--- config.mk ---
export PLATFORM = sky130hd
export DESIGN_NAME = multdiv_sequencer_flat
export DESIGN_NICKNAME = d
export VERILOG_FILES = /design/src/rtl/multdiv_sequencer_if.sv /design/src/rtl/multdiv_sequencer.sv /design/src/flat_wrapper.sv
export SDC_FILE = /design/constraint.sdc
export NUM_CORES = 1
export LEC_CHECK = 0
export BUFFER_PORTS_ARGS = -buffer_cell sky130_fd_sc_hd__buf_2
export CAP_MARGIN = 10
export CORE_AREA = 10 10 47 49
export CTS_CLUSTER_SIZE = 25
export DETAILED_ROUTE_END_ITERATION = 16
export DIE_AREA = 0 0 57 59
export GPL_ROUTABILITY_DRIVEN = 0
export MAX_ROUTING_LAYER = met4
export PLACE_DENSITY_LB_ADDON = 0.25
export SYNTH_ARGS = -nofsm -noshare
export SYNTH_HDL_FRONTEND = slang
export SYNTH_SLANG_ARGS = --single-unit
--- constraint.sdc ---
create_clock -name clk -period 4.3 [get_ports clk]
set_clock_uncertainty 0.05 [all_clocks]
set_input_delay 0.86 -clock clk [delete_from_list [all_inputs] [get_ports clk]]
set_output_delay 0.86 -clock clk [all_outputs]
set_load 0.005 [all_outputs]
--- src/rtl/multdiv_sequencer_if.sv ---
// Handshake bundle between the pipeline and the multiply/divide timing
// sequencer.
//   master : pipeline side, drives the ctrl_* requests and observes status
//   slave  : sequencer side, receives the ctrl_* requests and drives status
// Signals:
//   ctrl_MULT / ctrl_DIV   start a multiply / divide
//   ctrl_cancel            abort the current op (flush)
//   ctrl_stall             freeze step progress
//   load                   one-cycle operand-latch pulse for the datapath
//   busy                   op in progress
//   op_is_div              accepted op is a divide
//   step                   elapsed-cycle count of the current op
//   data_resultRDY         one-cycle result-valid pulse
//   data_resultRDY_hold    sticky ready until next start/cancel/reset
interface multdiv_sequencer_if #(
    parameter int CNT_W = 6
);
    logic             ctrl_MULT;
    logic             ctrl_DIV;
    logic             ctrl_cancel;
    logic             ctrl_stall;
    logic             load;
    logic             busy;
    logic             op_is_div;
    logic [CNT_W-1:0] step;
    logic             data_resultRDY;
    logic             data_resultRDY_hold;

    modport master (
        output ctrl_MULT, ctrl_DIV, ctrl_cancel, ctrl_stall,
        input  load, busy, op_is_div, step, data_resultRDY, data_resultRDY_hold
    );

    modport slave (
        input  ctrl_MULT, ctrl_DIV, ctrl_cancel, ctrl_stall,
        output load, busy, op_is_div, step, data_resultRDY, data_resultRDY_hold
    );
endinterface

--- src/rtl/multdiv_sequencer.sv ---
// Timing sequencer for the multicycle multiply/divide unit. A single
// up-counting step register tracks progress through the op; the op's
// latency (MULT_CYCLES or DIV_CYCLES) selects where the run ends.
// Ports:
//   clk    single clock, rising edge
//   reset  synchronous, active-low
//   bus    multdiv_sequencer_if.slave (requests in, status out)
// Priority at each edge: reset, cancel, start, then normal progress.
//
// state | meaning
// ------+-----------------------------------------------------------
// IDLE  | no op in flight; hold may be set from the previous op
// RUN   | op in flight, step counts elapsed unstalled cycles
// DONE  | result valid this cycle (single-cycle ready pulse)
module multdiv_sequencer #(
    parameter int MULT_CYCLES = 17,
    parameter int DIV_CYCLES  = 33,
    parameter int CNT_W       = 6
) (
    input  logic                  clk,
    input  logic                  reset,
    multdiv_sequencer_if.slave    bus
);

    typedef enum logic [1:0] {
        IDLE = 2'd0,
        RUN  = 2'd1,
        DONE = 2'd2
    } state_t;

    // Last step value seen in RUN; the following unstalled edge enters DONE.
    localparam logic [CNT_W-1:0] MULT_LAST = CNT_W'(MULT_CYCLES - 1);
    localparam logic [CNT_W-1:0] DIV_LAST  = CNT_W'(DIV_CYCLES - 1);
    localparam logic [CNT_W-1:0] STEP_ONE  = CNT_W'(1);

    state_t           state_q;
    logic [CNT_W-1:0] step_q;
    logic             load_q;
    logic             op_is_div_q;
    logic             hold_q;

    logic             start;
    logic             start_div;
    logic [CNT_W-1:0] last_step;

    // Multiply wins when both requests are high.
    assign start     = bus.ctrl_MULT | bus.ctrl_DIV;
    assign start_div = bus.ctrl_DIV & ~bus.ctrl_MULT;
    assign last_step = op_is_div_q ? DIV_LAST : MULT_LAST;

    always_ff @(posedge clk) begin
        if (!reset) begin
            state_q     <= IDLE;
            step_q      <= '0;
            load_q      <= 1'b0;
            op_is_div_q <= 1'b0;
            hold_q      <= 1'b0;
        end else if (bus.ctrl_cancel) begin
            // op_is_div keeps its value; only a new start changes it.
            state_q <= IDLE;
            step_q  <= '0;
            load_q  <= 1'b0;
            hold_q  <= 1'b0;
        end else if (start) begin
            // Accepted from any state; a start in RUN silently restarts.
            state_q     <= RUN;
            step_q      <= STEP_ONE;
            load_q      <= 1'b1;
            op_is_div_q <= start_div;
            hold_q      <= 1'b0;
        end else begin
            load_q <= 1'b0;
            unique case (state_q)
                RUN: begin
                    if (!bus.ctrl_stall) begin
                        if (step_q == last_step) begin
                            state_q <= DONE;
                            step_q  <= '0;
                        end else begin
                            step_q <= step_q + STEP_ONE;
                        end
                    end
                end
                DONE: begin
                    state_q <= IDLE;
                    hold_q  <= 1'b1;
                end
                default: begin
                    state_q <= IDLE;
                end
            endcase
        end
    end

    assign bus.load                = load_q;
    assign bus.busy                = (state_q == RUN);
    assign bus.op_is_div           = op_is_div_q;
    assign bus.step                = step_q;
    assign bus.data_resultRDY      = (state_q == DONE);
    assign bus.data_resultRDY_hold = hold_q;

endmodule

--- src/flat_wrapper.sv ---
// flat-port wrapper written by rule: the top's interface ports become plain ports
module multdiv_sequencer_flat 
#(
    parameter int MULT_CYCLES = 17,
    parameter int DIV_CYCLES  = 33,
    parameter int CNT_W       = 6
)
  (clk, reset, bus_ctrl_MULT, bus_ctrl_DIV, bus_ctrl_cancel, bus_ctrl_stall, bus_load, bus_busy, bus_op_is_div, bus_step, bus_data_resultRDY, bus_data_resultRDY_hold);
  multdiv_sequencer_if #(.CNT_W(CNT_W)) bus_i ();
  input  logic clk;
  input  logic reset;
  input wire logic [$bits(bus_i.ctrl_MULT)-1:0] bus_ctrl_MULT;
  input wire logic [$bits(bus_i.ctrl_DIV)-1:0] bus_ctrl_DIV;
  input wire logic [$bits(bus_i.ctrl_cancel)-1:0] bus_ctrl_cancel;
  input wire logic [$bits(bus_i.ctrl_stall)-1:0] bus_ctrl_stall;
  output wire logic [$bits(bus_i.load)-1:0] bus_load;
  output wire logic [$bits(bus_i.busy)-1:0] bus_busy;
  output wire logic [$bits(bus_i.op_is_div)-1:0] bus_op_is_div;
  output wire logic [$bits(bus_i.step)-1:0] bus_step;
  output wire logic [$bits(bus_i.data_resultRDY)-1:0] bus_data_resultRDY;
  output wire logic [$bits(bus_i.data_resultRDY_hold)-1:0] bus_data_resultRDY_hold;
  assign bus_i.ctrl_MULT = bus_ctrl_MULT;
  assign bus_i.ctrl_DIV = bus_ctrl_DIV;
  assign bus_i.ctrl_cancel = bus_ctrl_cancel;
  assign bus_i.ctrl_stall = bus_ctrl_stall;
  assign bus_load = bus_i.load;
  assign bus_busy = bus_i.busy;
  assign bus_op_is_div = bus_i.op_is_div;
  assign bus_step = bus_i.step;
  assign bus_data_resultRDY = bus_i.data_resultRDY;
  assign bus_data_resultRDY_hold = bus_i.data_resultRDY_hold;
  multdiv_sequencer #(.MULT_CYCLES(MULT_CYCLES), .DIV_CYCLES(DIV_CYCLES), .CNT_W(CNT_W)) u_core (.clk(clk), .reset(reset), .bus(bus_i));
endmodule
==> key figures <==
Outcome
  – Run status: complete, no violations

Floorplanning
  – Std cell rows: 14
  – Starting density of the core: 40.1%
  – Die outline height: 59 µm
  – Die area: roughly 3400 µm²
  – Floorplan core area: approximately 1400 µm²
  – Num ports: 17
  – Die width: approximately 57 µm

Finish
  – Non-Filler Instances: between 90 and 100
  – Share of the core filled with cells in the final layout: about half
  – Most common cell after layout, fill and taps aside: buf_2
  – P&R area growth vs syn: 21.6%
  – Count of inserted antenna diode cells: 0
  – Commonest cells after routing, fill and taps aside: 16 x buf_2, 11 x dfxtp_1, 7 x inv_1
  – Number of fillers in the final layout: 150
  – Layout Nets: 90
  – Share of post-route cells with drive strength above 1: between 20 and 30%
  – Final non-filler cell area: ~680 µm²

Yosys
  – #FFs+latches synth: 11
  – Synth cell types: 29
  – Cell area after synthesis: roughly 560 µm²
  – Synthesized net count: 70
  – Synth Warn #: 0
  – Syn_area_per_cell: 9.06 µm²
  – Number of standard cells after synthesis: 62
  – Share of synthesized area occupied by flip-flops and latches: roughly two fifths

Route
  – Final routed DRC violation total: 0
  – Routed len/inst: approximately 14 µm
  – Via count: between 500 and 600
  – Drt via density: between 5 and 6
  – Antenna Nets Post-Route: 0
  – Overall routed net length: ~1.3 mm
  – Initial DRC Count: 8
  – Number of detailed-routing iterations run before antenna repair: 4

Critical path
  – Crit Path Max Fanout: 9
  – Worst setup path category: input pin to flip-flop
  – Startpoint kind of the worst setup timing path: input pin
  – Endpoint required time on the critical path: 4450 ps
  – Endpoint kind of the worst setup timing path: flip-flop
  – Arrival time of data at the critical path endpoint: 2330 ps

GRT
  – Number of antenna violations at the first check in global routing: 0
  – First-pass GRT wire length: approximately 2.3 mm
  – M3 GR Usage: around 3.0%
  – GRT Overall Usage: under 10%
  – GR Layer Usage met2: a little over an eighth
  – Met1 layer usage reported by global route: under 10%
  – Total gr overflow: 0
  – Number of global-route vias before repair: just over 500
  – Largest net degree at the start of global routing: 10
  – Busiest metal layer after global routing: met2

Power and ir drop
  – Total power density per cell area: around 280 nW/µm²
  – Leakage: 0.289 nW
  – Total power after layout: 0.194 mW
  – Worst supply voltage drop on vdd: about 0.16 mV

Clock network
  – Count of clock tree sinks: 11
  – TritonCTS clock tree: done
  – Cells resized by post-CTS repair: 0
  – Post-CTS setup repair buffer count: 0
  – CTS max path bufs: 2
  – Number of hold buffers added after CTS: 0
  – Clk root buf: clkbuf_4
  – H-Tree Depth: 1
  – Num CTS Buffers: 3
  – Later-pin clock latency in the skew report: between 200 and 300 ps
  – Clock-pin slew on the worst setup and hold paths: 70 ps

Timing
  – Max-slew violation count: 0
  – RSZ-0062 raised after global routing: false
  – Shortest clock period the worst path allows after layout: 2180 ps
  – Measured slew at the worst slew-check pin: around 750 ps
  – Fin worst setup slack: 2120 ps
  – Number of endpoints failing setup at the final stage: 0
  – Worst hold-check slack: 417 ps
  – Worst relative slew slack: ~50%
  – Number of hold violations in the final report: 0
  – Tcrit/Tclk final: 50.7%
  – Final setup TNS: 0 ps
  – Maximum clock frequency: between 400 and 500 MHz

Placed design
  – Port-buffer cells: 16
  – Dpl cells: a little over 90
  – Placed instance area: 657 µm²
  – Half-perimeter wire length after detailed placement: roughly 1.1 mm
  – Dpl ws: 1840 ps

Min path
  – Worst Hold Class: flip-flop to flip-flop

Run
  – Number of max-cap violations: 0
[cell type report]
| class | instances | area (µm²) | area share [%] |
|---|---|---|---|
| multi-input cells | 43 | 310 | 45.4 |
| flip-flops and latches | 11 | 220 | 32.2 |
| repair buffers | 16 | 80.1 | 11.7 |
| clock buffers | 4 | 26.3 | 3.85 |
| inverters | 7 | 26.3 | 3.85 |
| well taps | 16 | 20.0 | 2.93 |
[sequential cells by signal (all words and copies together), names as in the netlist]
name / flops
u_core.bus.step: 6
u_core.state_q: 2
u_core.bus.data_resultRDY_hold: 1
u_core.bus.load: 1
u_core.bus.op_is_div: 1
[synth_stat cells (all sizes together)]
cell	count	area [µm²]
a211oi	1	7.51
a21oi	3	15.0
a221oi	3	26.3
a31oi	1	6.26
and3b	1	8.76
buf	1	5.00
dfxtp	11	220
ha	2	25.0
inv	7	26.3
nand2	2	7.51
nand2b	2	12.5
nand3	1	5.00
nand3b	2	15.0
nand4b	1	8.76
nor2	4	15.0
nor2b	1	6.26
nor3	1	5.00
nor3b	1	7.51
o21ai	2	10.0
o22a	1	8.76
o2bb2ai	1	15.0
o311ai	1	8.76
o31ai	1	7.51
o32ai	1	8.76
or3	4	25.0
or3b	3	26.3
or4	2	18.8
or4b	1	10.0
[worst paths after layout]
check                                 start  depth (start not counted)                        endpoint  slack, ps
max reg2reg              u_core.bus.step[0]                          5              u_core.bus.step[3]       2400
min          u_core.bus.data_resultRDY_hold                          2  u_core.bus.data_resultRDY_hold        420
min reg2reg  u_core.bus.data_resultRDY_hold                          2  u_core.bus.data_resultRDY_hold        420
max                         bus_ctrl_cancel                          4              u_core.bus.step[2]       2120
[layer usage]
metal / vias to the layer above / part of all wire, %
li1: 274 / -
met1: 251 / 46
met2: 16 / 47
met3: 3 / 5.3
met4: 0 / 1.7
met5: - / 0
[kinds of logic (layout without fill, tap and decap cells)]
family	count (synthesis)	after routing	synth area share (%)
and+or+nand+nor	26	26	30.5
AOI/OAI and AO/OA	15	15	20.3
DFF	11	11	39.2
buffers and inverters	8	27	5.57
adders and majority gates	2	2	4.45
[power breakdown]
group / leakage (nW) / switching [mW] / internal (mW)
Clock: 0.0150 / 0.0338 / 0.0359
Combinational: 0.184 / 0.00944 / 0.00807
Sequential: 0.0895 / 0.00257 / 0.104
[critical path, stage by stage]
cell       delay [ps]
buf_2             110
or4b_1            690
or4_4             540
o2bb2ai_2         130
(Power assumes the default switching activity.)
